**config.mk**
```make
export PLATFORM = sky130hd
export DESIGN_NAME = fifo_wr_arbiter_flat
export DESIGN_NICKNAME = d
export VERILOG_FILES = /design/src/rtl/fifo_arb_pkg.sv /design/src/rtl/fifo_wr_arbiter_if.sv /design/src/rtl/fifo_wr_arbiter_rr_pick.sv /design/src/rtl/fifo_wr_arbiter.sv /design/src/flat_wrapper.sv
export SDC_FILE = /design/constraint.sdc
export NUM_CORES = 1
export LEC_CHECK = 0
export ABC_AREA = 1
export BUFFER_PORTS_ARGS = -buffer_cell sky130_fd_sc_hd__buf_2
export CAP_MARGIN = 20
export CORE_UTILIZATION = 30
export DETAILED_ROUTE_END_ITERATION = 10
export GPL_ROUTABILITY_DRIVEN = 0
export MAX_ROUTING_LAYER = met4
export PLACE_DENSITY_LB_ADDON = 0.12
export RECOVER_POWER = 50
export SLEW_MARGIN = 40
export SYNTH_ARGS = -nofsm -noshare
export SYNTH_HDL_FRONTEND = slang
export SYNTH_SLANG_ARGS = --single-unit
```
**constraint.sdc**
```tcl
create_clock -name clkIn -period 3.35 [get_ports clkIn]
set_input_delay 0.335 -clock clkIn [delete_from_list [all_inputs] [get_ports clkIn]]
set_output_delay 0.335 -clock clkIn [all_outputs]
set_load 0.02 [all_outputs]
```
**src/rtl/fifo_arb_pkg.sv**
```systemverilog
// rtl/fifo_arb_pkg.sv - shared FSM encodings and width helpers for the FIFO write arbiter
package fifo_arb_pkg;

  localparam logic [0:0] ST_IDLE = 1'b0;
  localparam logic [0:0] ST_OWN  = 1'b1;

  // Bits needed to hold values 0..value-1 (0 for value<=1)
  function automatic int clog2(input int value);
    int r;
    r = 0;
    while ((1 << r) < value) r++;
    return r;
  endfunction

  // Index width that never collapses to zero bits
  function automatic int idx_width(input int n);
    return (n > 1) ? clog2(n) : 1;
  endfunction

endpackage

```
**src/rtl/fifo_wr_arbiter_if.sv**
```systemverilog
// rtl/fifo_wr_arbiter_if.sv - requester/FIFO bundle between the arbiter and its environment
interface fifo_wr_arbiter_if
  import fifo_arb_pkg::*;
#(
  parameter int DATA_WIDTH = 8,
  parameter int NUM_REQ    = 4,
  parameter int FIFO_DEPTH = 8
) ();

  localparam int CW = clog2(FIFO_DEPTH + 1);
  localparam int IW = idx_width(NUM_REQ);

  logic [NUM_REQ-1:0]            reqIn;
  logic [NUM_REQ*DATA_WIDTH-1:0] reqDataIn;
  logic [NUM_REQ-1:0]            ackOut;
  logic                          wrEnOut;
  logic [DATA_WIDTH-1:0]         wrDataOut;
  logic                          fifoRdEnIn;
  logic                          fifoEmptyIn;
  logic [CW-1:0]                 creditOut;
  logic [IW-1:0]                 grantIdxOut;

  // Arbiter side
  modport master (
    input  reqIn, reqDataIn, fifoRdEnIn, fifoEmptyIn,
    output ackOut, wrEnOut, wrDataOut, creditOut, grantIdxOut
  );

  // Requesters / FIFO side
  modport slave (
    output reqIn, reqDataIn, fifoRdEnIn, fifoEmptyIn,
    input  ackOut, wrEnOut, wrDataOut, creditOut, grantIdxOut
  );

endinterface

```
**src/rtl/fifo_wr_arbiter_rr_pick.sv**
```systemverilog
// rtl/fifo_wr_arbiter_rr_pick.sv - combinational round-robin pick starting at a pointer
module rr_pick
  import fifo_arb_pkg::*;
#(
  parameter int NUM_REQ = 4,
  localparam int IW = idx_width(NUM_REQ)
) (
  input  logic [NUM_REQ-1:0] reqIn,
  input  logic [IW-1:0]      ptrIn,
  output logic [NUM_REQ-1:0] oneHotOut,
  output logic [IW-1:0]      idxOut,
  output logic               validOut
);

  // First requester at or after ptrIn, wrapping past NUM_REQ-1 to 0
  always_comb begin
    logic [IW:0] j;
    oneHotOut = '0;
    idxOut    = '0;
    validOut  = 1'b0;
    j         = '0;
    for (int k = 0; k < NUM_REQ; k++) begin
      j = {1'b0, ptrIn} + (IW+1)'(k);
      if (j >= (IW+1)'(NUM_REQ)) j = j - (IW+1)'(NUM_REQ);
      if (!validOut && reqIn[j[IW-1:0]]) begin
        validOut             = 1'b1;
        idxOut               = j[IW-1:0];
        oneHotOut[j[IW-1:0]] = 1'b1;
      end
    end
  end

endmodule

```
**src/rtl/fifo_wr_arbiter.sv**
```systemverilog
// rtl/fifo_wr_arbiter.sv - credit-gated round-robin write arbiter; FIFO_WR_ARB_BURST_EN enables burst ownership
module fifo_wr_arbiter
  import fifo_arb_pkg::*;
#(
  parameter int DATA_WIDTH = 8,
  parameter int NUM_REQ    = 4,
  parameter int FIFO_DEPTH = 8,
  parameter int MAX_BURST  = 4
) (
  input logic                clkIn,
  input logic                rstNIn,
  fifo_wr_arbiter_if.master  bus
);

  localparam int CW = clog2(FIFO_DEPTH + 1);
  localparam int IW = idx_width(NUM_REQ);

  // Reject configurations the arbiter is not built for
  if (NUM_REQ < 2 || NUM_REQ > 16) begin : g_num_req_chk
    $error("NUM_REQ must be in 2..16");
  end
  if (MAX_BURST < 1) begin : g_max_burst_chk
    $error("MAX_BURST must be at least 1");
  end

  function automatic logic [IW-1:0] wrap_inc(input logic [IW-1:0] v);
    if (v == IW'(NUM_REQ - 1)) return '0;
    return v + IW'(1);
  endfunction

  logic [0:0]            state_q, state_d;
  logic [IW-1:0]         ptr_q, ptr_d;
  logic [CW-1:0]         credit_q, credit_d;
  logic                  wr_en_q, wr_en_d;
  logic [DATA_WIDTH-1:0] wr_data_q, wr_data_d;
  logic [IW-1:0]         grant_q, grant_d;

  logic [IW-1:0]         pick_ptr;
  logic [NUM_REQ-1:0]    pick_onehot;
  logic [IW-1:0]         pick_idx;
  logic                  pick_valid;

  logic                  accept;
  logic [IW-1:0]         win_idx;
  logic [NUM_REQ-1:0]    ack;
  logic [DATA_WIDTH-1:0] win_data;
  logic                  pop;

`ifdef FIFO_WR_ARB_BURST_EN
  localparam int BW = clog2(MAX_BURST + 1);

  logic [IW-1:0] owner_q, owner_d;
  logic [BW-1:0] burst_q, burst_d;
  logic          owner_keeps;

  assign owner_keeps = bus.reqIn[owner_q] && (burst_q < BW'(MAX_BURST));

  // A releasing owner hands the search start to the requester after it
  always_comb begin
    pick_ptr = ptr_q;
    if (state_q == ST_OWN && !owner_keeps) pick_ptr = wrap_inc(owner_q);
  end
`else
  assign pick_ptr = ptr_q;
`endif

  rr_pick #(.NUM_REQ(NUM_REQ)) u_rr_pick (
    .reqIn     (bus.reqIn),
    .ptrIn     (pick_ptr),
    .oneHotOut (pick_onehot),
    .idxOut    (pick_idx),
    .validOut  (pick_valid)
  );

  // Grant decision, next ownership, credit and write-port next state
  always_comb begin
    state_d   = state_q;
    ptr_d     = ptr_q;
    accept    = 1'b0;
    win_idx   = pick_idx;
    ack       = '0;
`ifdef FIFO_WR_ARB_BURST_EN
    owner_d   = owner_q;
    burst_d   = burst_q;
    if (rstNIn) begin
      if (state_q == ST_OWN) begin
        // No credit: the owner keeps the grant and its burst count
        if (credit_q != '0) begin
          if (owner_keeps) begin
            accept       = 1'b1;
            win_idx      = owner_q;
            ack[owner_q] = 1'b1;
            burst_d      = burst_q + BW'(1);
          end else begin
            ptr_d = pick_ptr;
            if (pick_valid) begin
              accept  = 1'b1;
              ack     = pick_onehot;
              owner_d = pick_idx;
              burst_d = BW'(1);
            end else begin
              state_d = ST_IDLE;
            end
          end
        end
      end else if (credit_q != '0 && pick_valid) begin
        accept  = 1'b1;
        ack     = pick_onehot;
        state_d = ST_OWN;
        owner_d = pick_idx;
        burst_d = BW'(1);
      end
    end
`else
    // Without bursts the pointer moves past every winner immediately
    state_d = ST_IDLE;
    if (rstNIn && credit_q != '0 && pick_valid) begin
      accept = 1'b1;
      ack    = pick_onehot;
      ptr_d  = wrap_inc(pick_idx);
    end
`endif

    win_data = '0;
    for (int i = 0; i < NUM_REQ; i++) begin
      if (win_idx == IW'(i)) win_data = bus.reqDataIn[i*DATA_WIDTH +: DATA_WIDTH];
    end

    // Pops are only believed when the FIFO is non-empty and not already fully credited
    pop = bus.fifoRdEnIn && !bus.fifoEmptyIn && (credit_q != CW'(FIFO_DEPTH));

    credit_d = credit_q;
    if (accept && !pop)      credit_d = credit_q - CW'(1);
    else if (!accept && pop) credit_d = credit_q + CW'(1);

    wr_en_d   = accept;
    wr_data_d = accept ? win_data : wr_data_q;
    grant_d   = accept ? win_idx : grant_q;
  end

  // State registers with synchronous active-low reset
  always_ff @(posedge clkIn) begin
    if (!rstNIn) begin
      state_q   <= ST_IDLE;
      ptr_q     <= '0;
      credit_q  <= CW'(FIFO_DEPTH);
      wr_en_q   <= 1'b0;
      wr_data_q <= '0;
      grant_q   <= '0;
`ifdef FIFO_WR_ARB_BURST_EN
      owner_q   <= '0;
      burst_q   <= '0;
`endif
    end else begin
      state_q   <= state_d;
      ptr_q     <= ptr_d;
      credit_q  <= credit_d;
      wr_en_q   <= wr_en_d;
      wr_data_q <= wr_data_d;
      grant_q   <= grant_d;
`ifdef FIFO_WR_ARB_BURST_EN
      owner_q   <= owner_d;
      burst_q   <= burst_d;
`endif
    end
  end

  assign bus.ackOut      = ack;
  assign bus.wrEnOut     = wr_en_q;
  assign bus.wrDataOut   = wr_data_q;
  assign bus.creditOut   = credit_q;
  assign bus.grantIdxOut = grant_q;

endmodule

```
**src/flat_wrapper.sv**
```systemverilog
// flat-port wrapper written by rule: the top's interface ports become plain ports
module fifo_wr_arbiter_flat import fifo_arb_pkg::*;
#(
  parameter int DATA_WIDTH = 8,
  parameter int NUM_REQ    = 4,
  parameter int FIFO_DEPTH = 8,
  parameter int MAX_BURST  = 4
)
  (clkIn, rstNIn, bus_reqIn, bus_reqDataIn, bus_fifoRdEnIn, bus_fifoEmptyIn, bus_ackOut, bus_wrEnOut, bus_wrDataOut, bus_creditOut, bus_grantIdxOut);
  fifo_wr_arbiter_if #(.DATA_WIDTH(DATA_WIDTH), .NUM_REQ(NUM_REQ), .FIFO_DEPTH(FIFO_DEPTH)) bus_i ();
  input logic clkIn;
  input logic rstNIn;
  input wire logic [$bits(bus_i.reqIn)-1:0] bus_reqIn;
  input wire logic [$bits(bus_i.reqDataIn)-1:0] bus_reqDataIn;
  input wire logic [$bits(bus_i.fifoRdEnIn)-1:0] bus_fifoRdEnIn;
  input wire logic [$bits(bus_i.fifoEmptyIn)-1:0] bus_fifoEmptyIn;
  output wire logic [$bits(bus_i.ackOut)-1:0] bus_ackOut;
  output wire logic [$bits(bus_i.wrEnOut)-1:0] bus_wrEnOut;
  output wire logic [$bits(bus_i.wrDataOut)-1:0] bus_wrDataOut;
  output wire logic [$bits(bus_i.creditOut)-1:0] bus_creditOut;
  output wire logic [$bits(bus_i.grantIdxOut)-1:0] bus_grantIdxOut;
  assign bus_i.reqIn = bus_reqIn;
  assign bus_i.reqDataIn = bus_reqDataIn;
  assign bus_i.fifoRdEnIn = bus_fifoRdEnIn;
  assign bus_i.fifoEmptyIn = bus_fifoEmptyIn;
  assign bus_ackOut = bus_i.ackOut;
  assign bus_wrEnOut = bus_i.wrEnOut;
  assign bus_wrDataOut = bus_i.wrDataOut;
  assign bus_creditOut = bus_i.creditOut;
  assign bus_grantIdxOut = bus_i.grantIdxOut;
  fifo_wr_arbiter #(.DATA_WIDTH(DATA_WIDTH), .NUM_REQ(NUM_REQ), .FIFO_DEPTH(FIFO_DEPTH), .MAX_BURST(MAX_BURST)) u_core (.clkIn(clkIn), .rstNIn(rstNIn), .bus(bus_i));
endmodule
```
==> results.cfg, run 1 <==
[yosys]
synth_edf_count = 0
yosysWarnings = 0
async_reset_ff_share_pct = 0
syn_inst = 221
seq_area_frac_synth_pct = 21.7
yosysUniqueCellTypes = 30
syn_area_sq_um = 1570
avgSynthCellArea_sq_um = 7.11
synth_top_area_share_pct = 21.7
synth.area.top_cells = dfxtp_1 (22%), ha_1 (12%), inv_1 (7.6%)
syn-num-nets = 277
ys.flop_type = dfxtp_1
yosys.area.top_type = dfxtp_1
synth_seq_cells = 17
yosys-top-cells-count = inv_1 (32), nand2_1 (32), o21ai_0 (21), dfxtp_1 (17), nand3_1 (17)

[setup_path]
arrival_ns = 3.05
cp_max_fo = 9
required_ns = 3.53
crit_path_end_kind = flop
cp-start-kind = flop
critPathKind = reg2reg

[flow_run]
max-cap-violations = 0

[clock_tree]
post_cts_buffers = 0
clkLatencyLatePin_ns = 0.24
clock_sinks = 17
cts_made_buffers = 3
cts_buffer_depth = 2
cts_root_buffer = clkbuf_8
cts_tree = done
cts_htree_levels = 1
clk_pin_slew_worst_paths_ns = 0.07
hold_buffers = 0
cts_resized = 0

[sta]
slew_violations = 0
setup_tns_ns = 0
clock_skew_ns = 0.00195
rsz0062_at_grt = false
setup_violations = 0
fin_crit_sh_pct = 85.8
finalCriticalPeriod_ns = 2.87
tightestPinTransition_ns = 0.820
hold_violations = 0
fmax_mhz = 348
relSlewSlack_pct = 45.3

[routing]
wirelength_um = 3760
drt_pass1_iterations = 4
wl_per_cell_um = 10.7
drc = 0
drtAntennaViolNets = 0
vias_per_cell = 4.45
drtIter0Drc = 45
vias = 1559

[global_route]
overflow = 0
grt_start_max_net_pins = 22
grt_antenna_before_repair = 0
grt_first_pass_wirelength_um = 6100
grt_pass1_vias = 1309
grt_usage_pct = 14.2

[floorplan]
rows = 25
dieArea_sq_um = 5530
die_x_um = 74.3
placeableCoreArea_sq_um = 4880
pin_count = 59
initial_core_util_pct = 32.2
fp.dieH_um = 74.3

[layout]
layout.nets = 340
drive_gt1_share_pct = 27.2
fin_util_pct = 40.4
antenna_cells = 0
syn_to_final_growth_pct = 25.6
fin_area_sq_um = 1970
fillers = 547

[place]
io_buffers = 58
placed_area_sq_um = 1950
place_hpwl_um = 3080

[min_path]
hold_path.class = in2reg

[power]
power_leakage_nw = 0.972
power.density_nw_per_um2 = 1170
ir_drop_v = 0.000556

[outcome]
outcome = finished clean
[registers in the layout, summed over array words and instances (netlist names)]
register / count
u_core.bus.creditOut: 4
u_core.bus.grantIdxOut: 2
u_core.bus.wrDataOut: 8
u_core.bus.wrEnOut: 1
u_core.pick_ptr: 2
[final timing paths]
kind / startpoint / end / slack [ns] / cells past startpoint
setup / recovery: u_core.pick_ptr[0] / u_core.bus.wrDataOut[7] / 0.48 / 15
hold / removal: rstNIn / u_core.bus.creditOut[3] / 0.43 / 2
hold reg to reg: u_core.bus.wrDataOut[5] / u_core.bus.wrDataOut[5] / 0.48 / 2
setup reg to reg: u_core.pick_ptr[0] / u_core.bus.wrDataOut[7] / 0.48 / 15
[final cells by class]
cell class / instances / area, sq um / share of cell area (%)
Inverter: 35 / 141 / 7.17
Multi-Input combinational cell: 162 / 1040 / 52.7
Clock buffer: 3 / 41.3 / 2.09
Timing Repair Buffer: 65 / 320 / 16.2
Sequential cell: 17 / 340 / 17.3
Clock inverter: 1 / 5.00 / 0.254
Tap cell: 67 / 83.8 / 4.25
[metal layers]
| layer | up-vias | track usage (%) | part of all wire, % |
|---|---|---|---|
| met5 | - | - | 0 |
| met3 | 2 | 1.22 | 4.4 |
| li1 | 852 | - | - |
| met4 | 0 | 1.89 | 0.45 |
| met1 | 667 | 21.4 | 51 |
| met2 | 38 | 21.0 | 44 |
[cells by family after synthesis]
kind of cell	after synthesis	share of synthesized area, %
AND/OR/NAND/NOR	85	29.9
buffers and inverters	42	12.1
AO/OA/AOI/OAI	60	22.6
XOR/XNOR	1	0.558
adder cells (fa/ha/maj)	16	13.2
flip-flops	17	21.7
[report_power, final]
group / total [mW] / switching (mW) / internal (mW)
Sequential: 0.348 / 0.0589 / 0.289
Clock: 0.148 / 0.0661 / 0.0822
Combinational: 1.82 / 1.17 / 0.647
Total: 2.31 / 1.29 / 1.02
[cells in the final DEF, fill, tap and decap left out, types with 3 or more instances in the layout]
master	n
clkbuf_8	3
nand2_2	6
nand3_1	17
dfxtp_1	17
nand2_4	5
buf_2	43
nand2_1	32
nand3_2	4
a21boi_0	8
o21ai_1	8
clkbuf_1	16
buf_4	6
inv_1	32
nor2_1	13
o21ai_0	21
a21oi_1	10
a22oi_1	8
ha_1	15
[critical path: stages, from the launching register on]
cell	delay [ns]
dfxtp_1	0.40
inv_6	0.07
ha_1	0.37
inv_1	0.09
nand3_2	0.12
nand2_4	0.09
nor2_2	0.26
a21boi_1	0.11
nand3_1	0.11
nand2_1	0.10
ha_1	0.21
nor2_2	0.28
a22oi_1	0.11
o21ai_0	0.21
a21boi_0	0.15
o21ai_1	0.13
[stage by stage]
step	hold slack [ns]	total power [mW]	instances	setup WS (ns)
after detailed placement	0.469	2.20	346	0.519
final	0.426	2.31	350	0.475
after floorplan	0.473	1.73	221	0.553
after global placement	0.467	2.21	346	0.542
after CTS	0.425	2.36	350	0.492
after global routing	0.450	2.62	350	0.149
No activity file was read; power rests on OpenSTA's default activity.
==> run 2: changes to the inputs <==
ABC_AREA = 0   (was 1)
==> results.cfg, run 2 <==
[layout]
layout_commonest_cell = buf_2
layout.nets = 310
seqCellArea_sq_um = 342
largest_reg_flops = 8
drive_gt1_share_pct = 26.1
antenna_cells = 0
syn_to_final_growth_pct = 25.0
fin_area_sq_um = 2020
multi_input_area_sq_um = 1170
most-common-layout-cells = buf_2 (43), nand2_1 (26), clkbuf_1 (16), dfxtp_1 (16), ha_1 (15)
fillers = 581

[setup_path]
cp.buffers_inverters = 2
arrival_ns = 3.25
worstPathCellList = inv_1 -> ha_1 -> mux4_2 -> o211a_1 -> nor3_1 -> o21ai_0 -> ha_1 -> buf_4 -> nand3b_1 -> a311oi_1 -> a21oi_1 -> a21oi_1
crit_path_end_kind = flop
cp_top_family = compound AO/OA/AOI/OAI gates
cp_max_fo = 11
critPathKind = reg2reg
slowest_stage = ha_1
cp-start-kind = flop
required_ns = 3.54
slowest_delay_ns = 0.49

[yosys]
ys.flop_type = dfxtp_1
yosysUniqueCellTypes = 45
seq_area_frac_synth_pct = 21.0
async_reset_ff_share_pct = 0
yosys.area.top_type = dfxtp_1
yosys-top-cells-count = nand2_1 (26), dfxtp_1 (17), ha_1 (15), o21ai_0 (13)
avgSynthCellArea_sq_um = 8.26
yosysWarnings = 0
syn-num-nets = 252
syn_area_sq_um = 1620
syn_inst = 196
synth_seq_cells = 17
synth.area.top_cells = dfxtp_1 (21%), ha_1 (12%), nand2_1 (6.0%)
synth_most_common_cell = nand2_1
synth_top_area_share_pct = 21.0
synth_edf_count = 0

[clock_tree]
cts_tree = done
cts_root_buffer = clkbuf_8
hold_buffers = 0
cts_htree_levels = 1
cts_made_buffers = 3
clk_pin_slew_worst_paths_ns = 0.07
clkLatencyLatePin_ns = 0.25
post_cts_buffers = 0
clock_sinks = 17
cts_buffer_depth = 2

[min_path]
hold_path.class = in2reg

[outcome]
outcome = finished clean

[routing]
vias_per_cell = 5.11
drc = 0
drtAntennaViolNets = 0
drt_pass1_iterations = 4
drtIter0Drc = 111
wl_per_cell_um = 13.5
wirelength_um = 4360
vias = 1651

[place]
place_hpwl_um = 3340
io_buffers = 58
placed_area_sq_um = 2000
pre_cts_ws_ns = 0.207

[sta]
rsz0062_at_grt = false
clock_skew_ns = 0.00237
relSlewSlack_pct = 69.8
setup_violations = 0
tightestPinTransition_ns = 0.449
fmax_mhz = 327
fin_ws_ns = 0.294
fin_crit_sh_pct = 91.2
setup_tns_ns = 0
hold_violations = 0
slew_violations = 0
finalCriticalPeriod_ns = 3.06

[global_route]
grt_pass1_vias = 1509
grt_antenna_before_repair = 0
grt_first_pass_wirelength_um = 7190
grt_usage_pct = 16.9
overflow = 0
grt_start_max_net_pins = 21

[floorplan]
pin_count = 59
initial_core_util_pct = 31.5
fp.dieH_um = 75.5
rows = 26
placeableCoreArea_sq_um = 5140
die_x_um = 75.5
dieArea_sq_um = 5690

[power]
ir_drop_v = 0.000293
power.density_nw_per_um2 = 864
power_leakage_nw = 0.868
power_mw = 1.75

[flow_run]
max-cap-violations = 0
## run 2: cell count changes after synthesis, sizes merged, moves of 10 or more
| cell | change |
|---|---|
| a31oi | +10 |
| nor2 | -11 |
| o21ai | -16 |
| nand2 | -17 |
| nand3 | -21 |
| inv | -24 |
## run 2: tightest hold or removal path, delay by kind of cell
family | cells | cell delay (ns)
compound gates | 1 | 0.07
buf+inv | 1 | 0.10
simple gates | 1 | 0.05
## run 2: report_power, final
part           switching (mW)  total (mW)  internal (mW)
clock network          0.0748       0.157         0.0826
registers              0.0552       0.340          0.284
logic                   0.715        1.25          0.536
## run 2: what timing repair did
item | in CTS | in global routing
endpoints found under the setup margin | 0 | 7
hold endpoints to repair | 0 | 0
resized for setup | 0 | 1
## run 2: through the flow
stage	util [%]	cells	hold WS [ns]
2_1_floorplan	-	196	0.473
3_3_place_gp	38.9	319	0.468
3_5_place_dp	38.9	319	0.472
4_1_cts	39.8	323	0.338
5_1_grt	39.4	323	0.340
6_report	39.4	323	0.340
## run 2: final cells by class
class	count	area share, %
Multi-Input combinational cell	154	57.9
Sequential cell	17	16.9
Timing Repair Buffer	67	16.6
Tap cell	70	4.33
Clock buffer	3	2.04
Inverter	11	2.04
Clock inverter	1	0.247
## run 2: final timing paths
kind	from	end	slack (ns)	cells after the start
min reg2reg	u_core.bus.grantIdxOut[0]	u_core.bus.grantIdxOut[0]	0.49	2
min	bus_reqDataIn[30]	u_core.bus.wrDataOut[6]	0.34	3
max	u_core.pick_ptr[1]	u_core.bus.wrDataOut[1]	0.29	12
max reg2reg	u_core.pick_ptr[1]	u_core.bus.wrDataOut[1]	0.29	12
## run 2: layer usage
| metal | routed length (um) | vias up | GRT usage [%] | part of all wire [%] |
|---|---|---|---|---|
| li1 | - | 846 | - | - |
| met1 | 2140 | 752 | 22.7 | 49 |
| met2 | 1950 | 46 | 25.7 | 45 |
| met3 | 207 | 7 | 2.91 | 4.7 |
| met4 | 74 | 0 | 5.97 | 1.7 |
| met5 | 0 | - | - | 0 |
## run 2: kinds of logic after synthesis
| group | count (synthesis) | synth area share (%) |
|---|---|---|
| adder cells (fa/ha/maj) | 16 | 12.8 |
| buffers and inverters | 25 | 6.72 |
| XOR/XNOR | 2 | 1.08 |
| flip-flops | 17 | 21.0 |
| AND/OR/NAND/NOR | 58 | 19.2 |
| AO/OA/AOI/OAI | 66 | 29.8 |
| multiplexers | 12 | 9.35 |
